File: src/rtl/vb_pkg.sv
// vb_pkg: shared definitions for the vb mode controller.
//   - lock FSM state encoding (NOVID / MEASURE / LOCKED)
//   - default mode-bus width, mode count and reset mode
//   - vb_next_mode(): successor of a mode in the auto-cycle ring
package vb_pkg;

  localparam int VB_MODE_W       = 2;
  localparam int VB_NUM_MODES    = 4;
  localparam int VB_DEFAULT_MODE = 3;

  typedef enum logic [1:0] {
    ST_NOVID   = 2'd0,
    ST_MEASURE = 2'd1,
    ST_LOCKED  = 2'd2
  } vb_state_e;

  // Next mode in the auto-cycle ring; any out-of-range value wraps to 0.
  function automatic int vb_next_mode(input int cur, input int num);
    if (cur >= num - 1) begin
      return 0;
    end else begin
      return cur + 1;
    end
  endfunction

endpackage

File: src/rtl/vb_mode_ctrl_if.sv
// vb_mode_ctrl_if: timing inputs, mode request inputs and status outputs of
// vb_mode_ctrl.
//   master (video source / host side): drives rx_*, sel_mode, sel_valid,
//     auto_en; observes mode_out, mode_changed, locked, active_w, active_h.
//   slave (vb_mode_ctrl): the reverse.
interface vb_mode_ctrl_if
  import vb_pkg::*;
#(
  parameter int MODE_W = VB_MODE_W,
  parameter int H_W    = 12,
  parameter int V_W    = 12
);

  logic              rx_de;
  logic              rx_hsync;
  logic              rx_vsync;
  logic [MODE_W-1:0] sel_mode;
  logic              sel_valid;
  logic              auto_en;
  logic [MODE_W-1:0] mode_out;
  logic              mode_changed;
  logic              locked;
  logic [H_W-1:0]    active_w;
  logic [V_W-1:0]    active_h;

  modport master (
    output rx_de, rx_hsync, rx_vsync, sel_mode, sel_valid, auto_en,
    input  mode_out, mode_changed, locked, active_w, active_h
  );

  modport slave (
    input  rx_de, rx_hsync, rx_vsync, sel_mode, sel_valid, auto_en,
    output mode_out, mode_changed, locked, active_w, active_h
  );

endinterface

File: src/rtl/vb_frame_meter.sv
// vb_frame_meter: measures the incoming active resolution and decides lock.
//   rx_pclk, rst_n : pixel clock, async active-low reset
//   rx_de_i        : data enable
//   rx_vsync_i     : vsync, active high
//   fs_o           : one-cycle frame start, registered rising edge of vsync
//   locked_o       : stable video detected
//   active_w_o/h_o : pixels per line / lines per frame of the last frame
module vb_frame_meter
  import vb_pkg::*;
#(
  parameter int H_W         = 12,
  parameter int V_W         = 12,
  parameter int LOCK_FRAMES = 3,
  parameter int NOVID_CYC   = 4194304
) (
  input  logic           rx_pclk,
  input  logic           rst_n,
  input  logic           rx_de_i,
  input  logic           rx_vsync_i,
  output logic           fs_o,
  output logic           locked_o,
  output logic [H_W-1:0] active_w_o,
  output logic [V_W-1:0] active_h_o
);

  localparam int WD_W = $clog2(NOVID_CYC + 1);
  localparam int LC_W = $clog2(LOCK_FRAMES + 1);
  localparam logic [WD_W-1:0] WD_LAST = WD_W'(NOVID_CYC - 1);
  localparam logic [LC_W-1:0] LC_LAST = LC_W'(LOCK_FRAMES - 1);

  logic            vs_q;
  logic            de_q;
  logic            fs_q;
  logic            run_done_q;
  logic [H_W-1:0]  pix_cnt_q;
  logic [V_W-1:0]  line_cnt_q;
  logic [H_W-1:0]  active_w_q;
  logic [V_W-1:0]  active_h_q;
  logic [WD_W-1:0] wd_cnt_q;
  logic [LC_W-1:0] lock_cnt_q;
  vb_state_e       state_q;
  logic            locked_q;

  logic de_rise_s;
  logic de_fall_s;
  logic equal_s;
  logic wd_fire_s;

  assign de_rise_s = rx_de_i & ~de_q;
  assign de_fall_s = ~rx_de_i & de_q;
  // A zero measurement never counts as a match, so an empty frame cannot lock.
  assign equal_s   = (pix_cnt_q == active_w_q) && (line_cnt_q == active_h_q) &&
                     (pix_cnt_q != {H_W{1'b0}}) && (line_cnt_q != {V_W{1'b0}});
  assign wd_fire_s = (wd_cnt_q == WD_LAST);

  // Edge detects, pixel/line counters and the no-video watchdog.
  always_ff @(posedge rx_pclk or negedge rst_n) begin
    if (!rst_n) begin
      vs_q       <= 1'b0;
      de_q       <= 1'b0;
      fs_q       <= 1'b0;
      run_done_q <= 1'b0;
      pix_cnt_q  <= {H_W{1'b0}};
      line_cnt_q <= {V_W{1'b0}};
      wd_cnt_q   <= {WD_W{1'b0}};
    end else begin
      vs_q <= rx_vsync_i;
      de_q <= rx_de_i;
      fs_q <= rx_vsync_i & ~vs_q;
      if (fs_q) begin
        run_done_q <= 1'b0;
        pix_cnt_q  <= {H_W{1'b0}};
        line_cnt_q <= {V_W{1'b0}};
        wd_cnt_q   <= {WD_W{1'b0}};
      end else begin
        // Only the first DE run of the frame is measured for width.
        if (rx_de_i && !run_done_q && (pix_cnt_q != {H_W{1'b1}})) begin
          pix_cnt_q <= pix_cnt_q + 1'b1;
        end
        if (de_fall_s) begin
          run_done_q <= 1'b1;
        end
        if (de_rise_s && (line_cnt_q != {V_W{1'b1}})) begin
          line_cnt_q <= line_cnt_q + 1'b1;
        end
        // Held at its last value so NOVID stays forced until the next fs.
        if (!wd_fire_s) begin
          wd_cnt_q <= wd_cnt_q + 1'b1;
        end
      end
    end
  end

  // Lock FSM with latched resolution; a frame start takes precedence over the watchdog.
  always_ff @(posedge rx_pclk or negedge rst_n) begin
    if (!rst_n) begin
      state_q    <= ST_NOVID;
      lock_cnt_q <= {LC_W{1'b0}};
      locked_q   <= 1'b0;
      active_w_q <= {H_W{1'b0}};
      active_h_q <= {V_W{1'b0}};
    end else if (fs_q) begin
      active_w_q <= pix_cnt_q;
      active_h_q <= line_cnt_q;
      case (state_q)
        ST_NOVID: begin
          state_q    <= ST_MEASURE;
          lock_cnt_q <= {LC_W{1'b0}};
        end
        ST_MEASURE: begin
          if (equal_s && (lock_cnt_q == LC_LAST)) begin
            state_q    <= ST_LOCKED;
            locked_q   <= 1'b1;
            lock_cnt_q <= {LC_W{1'b0}};
          end else if (equal_s) begin
            lock_cnt_q <= lock_cnt_q + 1'b1;
          end else begin
            lock_cnt_q <= {LC_W{1'b0}};
          end
        end
        ST_LOCKED: begin
          if (!equal_s) begin
            state_q    <= ST_MEASURE;
            locked_q   <= 1'b0;
            lock_cnt_q <= {LC_W{1'b0}};
          end
        end
        default: begin
          state_q    <= ST_NOVID;
          locked_q   <= 1'b0;
          lock_cnt_q <= {LC_W{1'b0}};
        end
      endcase
    end else if (wd_fire_s) begin
      state_q    <= ST_NOVID;
      locked_q   <= 1'b0;
      lock_cnt_q <= {LC_W{1'b0}};
      active_w_q <= {H_W{1'b0}};
      active_h_q <= {V_W{1'b0}};
    end
  end

  assign fs_o       = fs_q;
  assign locked_o   = locked_q;
  assign active_w_o = active_w_q;
  assign active_h_o = active_h_q;

endmodule

File: src/rtl/vb_mode_ctrl.sv
// vb_mode_ctrl: frame-synchronous mode controller for the vb vision block.
//   rx_pclk, rst_n : pixel clock, async active-low reset
//   bus (slave)    : rx_de/rx_hsync/rx_vsync timing, sel_mode/sel_valid
//                    manual request, auto_en; mode_out, mode_changed,
//                    locked, active_w, active_h status.
// Manual and auto-cycle requests are parked in pend_mode_q and copied to
// mode_out only on a frame start, so vb never changes mode mid-frame.
module vb_mode_ctrl
  import vb_pkg::*;
#(
  parameter int MODE_W       = VB_MODE_W,
  parameter int NUM_MODES    = VB_NUM_MODES,
  parameter int DEFAULT_MODE = VB_DEFAULT_MODE,
  parameter int DWELL_FRAMES = 60,
  parameter int LOCK_FRAMES  = 3,
  parameter int H_W          = 12,
  parameter int V_W          = 12,
  parameter int NOVID_CYC    = 4194304
) (
  input  logic          rx_pclk,
  input  logic          rst_n,
  vb_mode_ctrl_if.slave bus
);

  localparam int DW_W = $clog2(DWELL_FRAMES + 1);
  localparam logic [DW_W-1:0]   DW_LAST     = DW_W'(DWELL_FRAMES - 1);
  localparam logic [MODE_W:0]   NUM_MODES_L = (MODE_W + 1)'(NUM_MODES);
  localparam logic [MODE_W-1:0] DEF_MODE_L  = MODE_W'(DEFAULT_MODE);

  logic              fs_s;
  logic              locked_s;
  logic              sel_ok_s;
  logic              auto_roll_s;
  logic [MODE_W-1:0] next_mode_s;
  logic              unused_hsync_s;

  logic [MODE_W-1:0] pend_mode_q;
  logic              pend_q;
  logic [DW_W-1:0]   dwell_q;
  logic [MODE_W-1:0] mode_out_q;
  logic              mode_changed_q;

  vb_frame_meter #(
    .H_W         (H_W),
    .V_W         (V_W),
    .LOCK_FRAMES (LOCK_FRAMES),
    .NOVID_CYC   (NOVID_CYC)
  ) u_meter (
    .rx_pclk    (rx_pclk),
    .rst_n      (rst_n),
    .rx_de_i    (bus.rx_de),
    .rx_vsync_i (bus.rx_vsync),
    .fs_o       (fs_s),
    .locked_o   (locked_s),
    .active_w_o (bus.active_w),
    .active_h_o (bus.active_h)
  );

  // hsync carries no information the meter needs; DE edges delimit lines.
  assign unused_hsync_s = bus.rx_hsync;

  assign sel_ok_s    = bus.sel_valid && ({1'b0, bus.sel_mode} < NUM_MODES_L);
  assign auto_roll_s = fs_s && bus.auto_en && locked_s && (dwell_q == DW_LAST);
  assign next_mode_s = MODE_W'(vb_next_mode(int'(mode_out_q), NUM_MODES));

  // Pending request and dwell counter; a valid manual request beats an auto roll.
  always_ff @(posedge rx_pclk or negedge rst_n) begin
    if (!rst_n) begin
      pend_mode_q <= {MODE_W{1'b0}};
      pend_q      <= 1'b0;
      dwell_q     <= {DW_W{1'b0}};
    end else if (sel_ok_s) begin
      // Also on an fs cycle: the old pend_mode is applied, this one waits a frame.
      pend_mode_q <= bus.sel_mode;
      pend_q      <= 1'b1;
      dwell_q     <= {DW_W{1'b0}};
    end else if (auto_roll_s) begin
      pend_mode_q <= next_mode_s;
      pend_q      <= 1'b1;
      dwell_q     <= {DW_W{1'b0}};
    end else begin
      if (fs_s) begin
        pend_q <= 1'b0;
      end
      if (!bus.auto_en) begin
        dwell_q <= {DW_W{1'b0}};
      end else if (fs_s && locked_s) begin
        dwell_q <= dwell_q + 1'b1;
      end
    end
  end

  // Apply the pending mode at a frame start. NOVID has no frame starts, so a
  // pending mode waits there and lands on the fs that brings video back.
  always_ff @(posedge rx_pclk or negedge rst_n) begin
    if (!rst_n) begin
      mode_out_q     <= DEF_MODE_L;
      mode_changed_q <= 1'b0;
    end else if (fs_s && pend_q) begin
      mode_out_q     <= pend_mode_q;
      mode_changed_q <= (pend_mode_q != mode_out_q);
    end else begin
      mode_changed_q <= 1'b0;
    end
  end

  assign bus.mode_out     = mode_out_q;
  assign bus.mode_changed = mode_changed_q;
  assign bus.locked       = locked_s;

endmodule
File: src/flat_wrapper.sv
// flat-port wrapper written by rule: the top's interface ports become plain ports
module vb_mode_ctrl_flat import vb_pkg::*;
#(
  parameter int MODE_W       = VB_MODE_W,
  parameter int NUM_MODES    = VB_NUM_MODES,
  parameter int DEFAULT_MODE = VB_DEFAULT_MODE,
  parameter int DWELL_FRAMES = 60,
  parameter int LOCK_FRAMES  = 3,
  parameter int H_W          = 12,
  parameter int V_W          = 12,
  parameter int NOVID_CYC    = 4194304
)
  (rx_pclk, rst_n, bus_rx_de, bus_rx_hsync, bus_rx_vsync, bus_sel_mode, bus_sel_valid, bus_auto_en, bus_mode_out, bus_mode_changed, bus_locked, bus_active_w, bus_active_h);
  vb_mode_ctrl_if #(.MODE_W(MODE_W), .H_W(H_W), .V_W(V_W)) bus_i ();
  input  logic rx_pclk;
  input  logic rst_n;
  input wire logic [$bits(bus_i.rx_de)-1:0] bus_rx_de;
  input wire logic [$bits(bus_i.rx_hsync)-1:0] bus_rx_hsync;
  input wire logic [$bits(bus_i.rx_vsync)-1:0] bus_rx_vsync;
  input wire logic [$bits(bus_i.sel_mode)-1:0] bus_sel_mode;
  input wire logic [$bits(bus_i.sel_valid)-1:0] bus_sel_valid;
  input wire logic [$bits(bus_i.auto_en)-1:0] bus_auto_en;
  output wire logic [$bits(bus_i.mode_out)-1:0] bus_mode_out;
  output wire logic [$bits(bus_i.mode_changed)-1:0] bus_mode_changed;
  output wire logic [$bits(bus_i.locked)-1:0] bus_locked;
  output wire logic [$bits(bus_i.active_w)-1:0] bus_active_w;
  output wire logic [$bits(bus_i.active_h)-1:0] bus_active_h;
  assign bus_i.rx_de = bus_rx_de;
  assign bus_i.rx_hsync = bus_rx_hsync;
  assign bus_i.rx_vsync = bus_rx_vsync;
  assign bus_i.sel_mode = bus_sel_mode;
  assign bus_i.sel_valid = bus_sel_valid;
  assign bus_i.auto_en = bus_auto_en;
  assign bus_mode_out = bus_i.mode_out;
  assign bus_mode_changed = bus_i.mode_changed;
  assign bus_locked = bus_i.locked;
  assign bus_active_w = bus_i.active_w;
  assign bus_active_h = bus_i.active_h;
  vb_mode_ctrl #(.MODE_W(MODE_W), .NUM_MODES(NUM_MODES), .DEFAULT_MODE(DEFAULT_MODE), .DWELL_FRAMES(DWELL_FRAMES), .LOCK_FRAMES(LOCK_FRAMES), .H_W(H_W), .V_W(V_W), .NOVID_CYC(NOVID_CYC)) u_core (.rx_pclk(rx_pclk), .rst_n(rst_n), .bus(bus_i));
endmodule
File: config.mk
export PLATFORM = sky130hd
export DESIGN_NAME = vb_mode_ctrl_flat
export DESIGN_NICKNAME = d
export VERILOG_FILES = /design/src/rtl/vb_pkg.sv /design/src/rtl/vb_mode_ctrl_if.sv /design/src/rtl/vb_frame_meter.sv /design/src/rtl/vb_mode_ctrl.sv /design/src/flat_wrapper.sv
export SDC_FILE = /design/constraint.sdc
export NUM_CORES = 1
export LEC_CHECK = 0
export ABC_AREA = 1
export CORE_MARGIN = 2
export CORE_UTILIZATION = 59
export CTS_CLUSTER_SIZE = 10
export DETAILED_ROUTE_END_ITERATION = 8
export PLACE_DENSITY_LB_ADDON = 0.15
export SETUP_SLACK_MARGIN = 0.15
export SYNTH_ARGS = -nofsm -noshare
export SYNTH_HDL_FRONTEND = slang
export SYNTH_SLANG_ARGS = --single-unit
File: constraint.sdc
create_clock -name rx_pclk -period 2.6 [get_ports rx_pclk]
set_clock_uncertainty 0.2 [all_clocks]
set_input_delay 0.78 -clock rx_pclk [delete_from_list [all_inputs] [get_ports rx_pclk]]
set_output_delay 0.78 -clock rx_pclk [all_outputs]
set_load 0.02 [all_outputs]
# Word level (Yosys, flattened, before mapping)
# Index checks and enable logic that the tools add are counted.
# word_totals
input_bits	9
word_cells	107
mem_bits_ro	0
out_inout_bits	28
ff_bits	92
ram_bits	0
mem_count	0
latchBits	0
# classes
div_mod_pow	0
n_lt_le_gt_ge	1
shifts	0
n_mul	0
bitwise_logic	6
n_mux	37
eq_ne	15
n_reduce_logical	25
addsub	6
# ops
op	n
2-to-1 mux 12 bit	7
2-to-1 mux 23 bit	2
adder 12 x 1 -> 12 bit, second input constant	2
== test 12 bit	2
2-to-1 mux 6 bit	4
inequality test 12 bit, second input constant	2
nonzero test 12 bit	2
adder 23 x 1 -> 23 bit, second input constant	1
== test 23 x 22 -> 1 bit, second input constant	1
2-to-1 mux 2 bit	11
logical AND 1 bit	12
2-to-1 mux 1 bit	10
nonzero test 2 bit	5
adder 6 x 1 -> 6 bit, second input constant	1
== test 6 bit, second input constant	1
inequality test 3 bit, second input constant	2
one-hot mux 2 bit (3 select lines)	1
adder 2 x 1 -> 2 bit, second input constant	2
== test 2 bit, second input constant	2
inequality test 2 bit, second input constant	2
inequality test 4 x 2 -> 1 bit, second input constant	1
one-hot mux 2 bit (2 select lines)	1
AND reduction 4 bit	1
AND 1 bit	3
10 further kinds	12

# Depth between registers and ports, before layout
# depth
ltp_word	8
ltp_mapped	13
depth_no_buf	13

# By module
# A second synthesis with hierarchy kept.
# hier_totals
cells_unflattened	637
area_unflattened_um2	4987.3
# modules_own_cells
mod	seq_area_each_um2	area_per_inst_um2	instances	cells_each
vb_frame_meter	2001.9	4300.4	1	545
vb_mode_ctrl	302.8	686.9	1	92

# Least setup slack after synthesis
# OpenSTA, ideal clock, no wires.
# synth_path
kind	register to register
from	register u_core.u_meter.wd_cnt_q[0]
to	register u_core.u_meter.wd_cnt_q[0]
path_buffers	1
path_slack_ns	0.669
stages_incl_launch_ff	12
period_less_slack_ns	1.931
required_time_ns	2.270
setup_time_ns	0.130
arrival_time_ns	1.601
path_cell_list	dfrtp_1 > ha_1 > nand3_4 > nor2_4 > nand3_2 > nor2_4 > nand3_4 > nand2_4 > inv_2 > buf_6 > nor2_1 > a21oi_1
# synth_via
elab_chain_cells	3
elab_cells_between_ends	5
cone_classes	add/sub: 1; eq/ne: 2; mux: 2
# synth_lines
item	line	source
start: declaration	vb_frame_meter.sv:39	logic [WD_W-1:0] wd_cnt_q;
start signal: assignment	vb_frame_meter.sv:65	wd_cnt_q <= {WD_W{1'b0}};
start signal: assignment	vb_frame_meter.sv:74	wd_cnt_q <= {WD_W{1'b0}};
start signal: assignment	vb_frame_meter.sv:88	wd_cnt_q <= wd_cnt_q + 1'b1;
adder 23 x 1 -> 23 bit	vb_frame_meter.sv:88	
2-to-1 mux 23 bit	vb_frame_meter.sv:87	if (!wd_fire_s) begin
2-to-1 mux 23 bit	vb_frame_meter.sv:70	if (fs_q) begin
# Parallel ways exist; a longest one is shown, timed or not. The select of a mux whose other input is x is not followed.
# A chain may end at the register's enable or synchronous reset.

# Final worst setup path
# layout_path
from	register u_core.u_meter.active_w_q[11] (netlist: u_core.u_meter.active_w_o[11])
to	output port bus_active_w[11]
# layout_lines
item	line	source
start: declaration	vb_frame_meter.sv:37	logic [H_W-1:0] active_w_q;
start signal: assignment	vb_frame_meter.sv:100	active_w_q <= {H_W{1'b0}};
start signal: assignment	vb_frame_meter.sv:103	active_w_q <= pix_cnt_q;
start signal: assignment	vb_frame_meter.sv:138	active_w_q <= {H_W{1'b0}};
end: declaration	flat_wrapper.sv:26	output wire logic [$bits(bus_i.active_w)-1:0] bus_active_w;
# No word-level cell between the ends.

==> flow_metrics.py <==
metrics = {
    "status": {
        "status": "complete, no violations",
    },
    "yosys": {
        "synth_area_leaders": "dfrtp_1, nand2_1, inv_1",
        "postSynthAreaPerCell_sq_um": 8.032,
        "synthesis.nets": 623,
        "synthCells": 606,
        "netlist_area_sq_um": 4867,
        "yosysSeqAreaShare_pct": 47.35,
        "yosys_register_bits": 92,
        "synth_cell_types": 42,
        "yosysTopAreaCellShare_pct": 46.27,
        "yosysWarnings": 0,
        "yosys.area.top_type": "dfrtp_1",
    },
    "global_routing": {
        "grt_max_degree": 34,
        "antenna_found_initial": 0,
        "grtUsageTotal_pct": 26.64,
        "first_global_vias": 4024,
        "grt_pass1_wl_mm": 18.79,
        "grt_overflow": 0,
    },
    "floorplan": {
        "die_area_sq_um": 8992,
        "dieWidth_um": 94.83,
        "start_util_pct": 60.14,
        "core-area_sq_um": 8093,
        "rows": 33,
        "io-pin-count": 37,
        "die_h_um": 94.83,
    },
    "clock_network": {
        "insertion_delay_ns": 0.36,
        "clockBufferDepth": 2,
        "clkSinkCount": 92,
        "cts_root_buffer": "clkbuf_8",
        "numCtsBuffers": 9,
        "cts_hold_buf": 0,
        "cts_tree": "built",
        "cts.htree.levels": 3,
        "cts_setup_buffers": 0,
        "clk_pin_slew_worst_paths_ns": 0.09,
    },
    "placement": {
        "io_buffers": 35,
        "placed_area_sq_um": 5366,
        "dp.cells": 743,
        "post-dp-hpwl_mm": 7.587,
        "place_congestion": 0.9000,
        "dp_slack_ns": 0.1508,
    },
    "critical_path": {
        "r2r_slack_ns": 0.32,
        "critPathSlowestCell": "clkdlybuf4s50_1",
        "crit_path_start": "u_core.u_meter.active_w_o[11]",
        "worstPathMaxFanout": 3,
        "endpoint_kind": "output pin",
        "rr_startpoint": "u_core.u_meter.wd_cnt_q[0]",
        "reg2reg_depth": 10,
        "r2r-end": "u_core.u_meter.wd_cnt_q[0]",
        "critical_path.max_stage_delay_ns": 0.63,
        "path_buf_inv": 1,
        "path_class": "reg -> out",
        "cp.required_ns": 1.62,
        "cp.arrival_ns": 1.40,
        "cp-start-kind": "register",
        "cp_cell_sequence": "clkdlybuf4s50_1",
        "crit_family": "buffers and inverters",
    },
    "drt": {
        "postRouteAntennaNets": 0,
        "finalWirelength_mm": 10.78,
        "viasPerCell": 5.557,
        "drtPass1Iterations": 5,
        "vias": 4218,
        "drt_iter0_drc": 217,
        "drc": 0,
        "routedWlPerCell_um": 14.21,
    },
    "finish": {
        "diodes": 0,
        "area_growth_pct": 15.45,
        "n_fill_cell": 667,
        "finalNetCount": 666,
        "layout_commonest_cell": "nand2_1",
        "fin_area_sq_um": 5619,
        "final_layout_size_suffix_gt1_share_pct": 8.257,
        "most-common-layout-cells": "nand2_1, dfrtp_1, inv_1",
        "layout.cells.non_filler": 759,
    },
    "timing": {
        "setup_violations": 0,
        "grt_setup_unrepaired": "true",
        "hold-worst-slack_ns": 0.1574,
        "min_period_ns": 2.376,
        "setup_ws_ns": 0.2238,
        "tightestPinTransition_ns": 0.4625,
        "setup_tns_ns": 0,
        "min_period_over_period_pct": 91.39,
        "drv_slew": 0,
        "finalHoldViolCount": 0,
        "max_freq_mhz": 420.8,
        "slew_headroom_pct": 69.17,
    },
    "power_and_ir_drop": {
        "p_leak_nw": 2.528,
        "irDropWorstVdd_mv": 0.4097,
        "cellPowerDensity_nw_per_um2": 589.2,
    },
    "hold_path": {
        "hp-class": "in -> async",
    },
    "job": {
        "max_cap_viol_count": 0,
    },
}
[power by group]
| part | internal (W) | switching, W |
|---|---|---|
| Clock | 0.000665 | 0.000515 |
| Sequential | 0.00153 | 0.000116 |
| Combinational | 0.000192 | 0.000294 |
| Total | 0.00239 | 0.000925 |
[kinds of logic (layout without fill, tap and decap cells)]
logic type / Yosys count / after routing / share of synthesized area, %
AOI/OAI and AO/OA: 95 / 95 / 10.69
xor gates and xnor gates: 29 / 29 / 5.219
adders and majority gates: 8 / 8 / 2.057
buffers and inverters: 85 / 133 / 7.121
DFF: 92 / 92 / 47.35
muxes: 1 / 1 / 0.2313
and+or+nand+nor: 296 / 296 / 27.33
[stage by stage]
step | total power (W) | utilization, %
2_1_floorplan | 0.001963 | -
3_3_place_gp | 0.002136 | 66.31
3_5_place_dp | 0.002158 | 66.31
4_1_cts | 0.003331 | 69.36
5_1_grt | 0.003473 | 69.43
6_report | 0.003311 | 69.43
[routing by layer]
layer	wire, um	vias up	track usage (%)
met2	5191	123	42.26
li1	-	2070	-
met5	0	-	0
met4	195	0	10.14
met1	4864	2006	37.40
met3	532	19	3.591
[worst max path at each step]
| stage | to | cells past startpoint |
|---|---|---|
| 4_1_cts | bus_active_w[11] | 1 |
| 5_1_grt | u_core.u_meter.line_cnt_q[9] | 11 |
| 3_3_place_gp | u_core.u_meter.line_cnt_q[4] | 9 |
| 2_1_floorplan | u_core.u_meter.wd_cnt_q[0] | 11 |
| 3_5_place_dp | u_core.u_meter.line_cnt_q[5] | 8 |
| 6_report | bus_active_w[11] | 1 |
[synth_stat cells]
cell and number:
nand2_1 145, dfrtp_1 90, inv_1 65, nor2_1 59, o21ai_0 38, nand3_1 31
nor3_1 26, xnor2_1 21, o21ai_1 17, a21oi_1 16, nand4_1 12, a31oi_1 9
ha_1 8, xor2_1 8, inv_2 7, o22ai_1 7, clkbuf_1 5, nand2_2 4
nor4_1 4, and3_1 3, buf_6 3, buf_1 2, dfstp_2 2, nand3_4 2
nor2_4 2, nor3_2 2, o21a_1 2, o31ai_1 2, a21o_1 1, a21oi_2 1
buf_2 1, buf_4 1, clkinv_1 1, mux2_2 1, nand2_4 1, nand3_2 1
nor2_2 1, nor3_4 1, nor3b_1 1, o211ai_1 1, o221a_2 1, or2_2 1
[registers in the layout, summed over array words and instances, names as in the netlist, 2 cells and up]
| name | cells |
|---|---|
| u_core.u_meter.wd_cnt_q | 23 |
| u_core.u_meter.active_h_o | 12 |
| u_core.u_meter.active_w_o | 12 |
| u_core.u_meter.line_cnt_q | 12 |
| u_core.u_meter.pix_cnt_q | 12 |
| u_core.dwell_q | 6 |
| u_core.bus.mode_out | 2 |
| u_core.pend_mode_q | 2 |
| u_core.u_meter.lock_cnt_q | 2 |
| u_core.u_meter.state_q | 2 |
[what timing repair did]
item,4_1_cts,5_1_grt
gates cloned,0,0
endpoints found under the setup margin,2,21
gates resized for setup,2,2
[area by class of cell]
cell class / count / area, sq um / share of cell area [%]
tap: 105 / 131.4 / 2.338
multi-input combinational: 429 / 2221 / 39.52
clock buffer: 10 / 137.6 / 2.449
timing repair buffer: 44 / 437.9 / 7.793
clock inverter: 6 / 111.4 / 1.982
inverter: 73 / 274.0 / 4.876
sequential: 92 / 2306 / 41.04
Note: power is estimated with default switching activity, not from simulation.
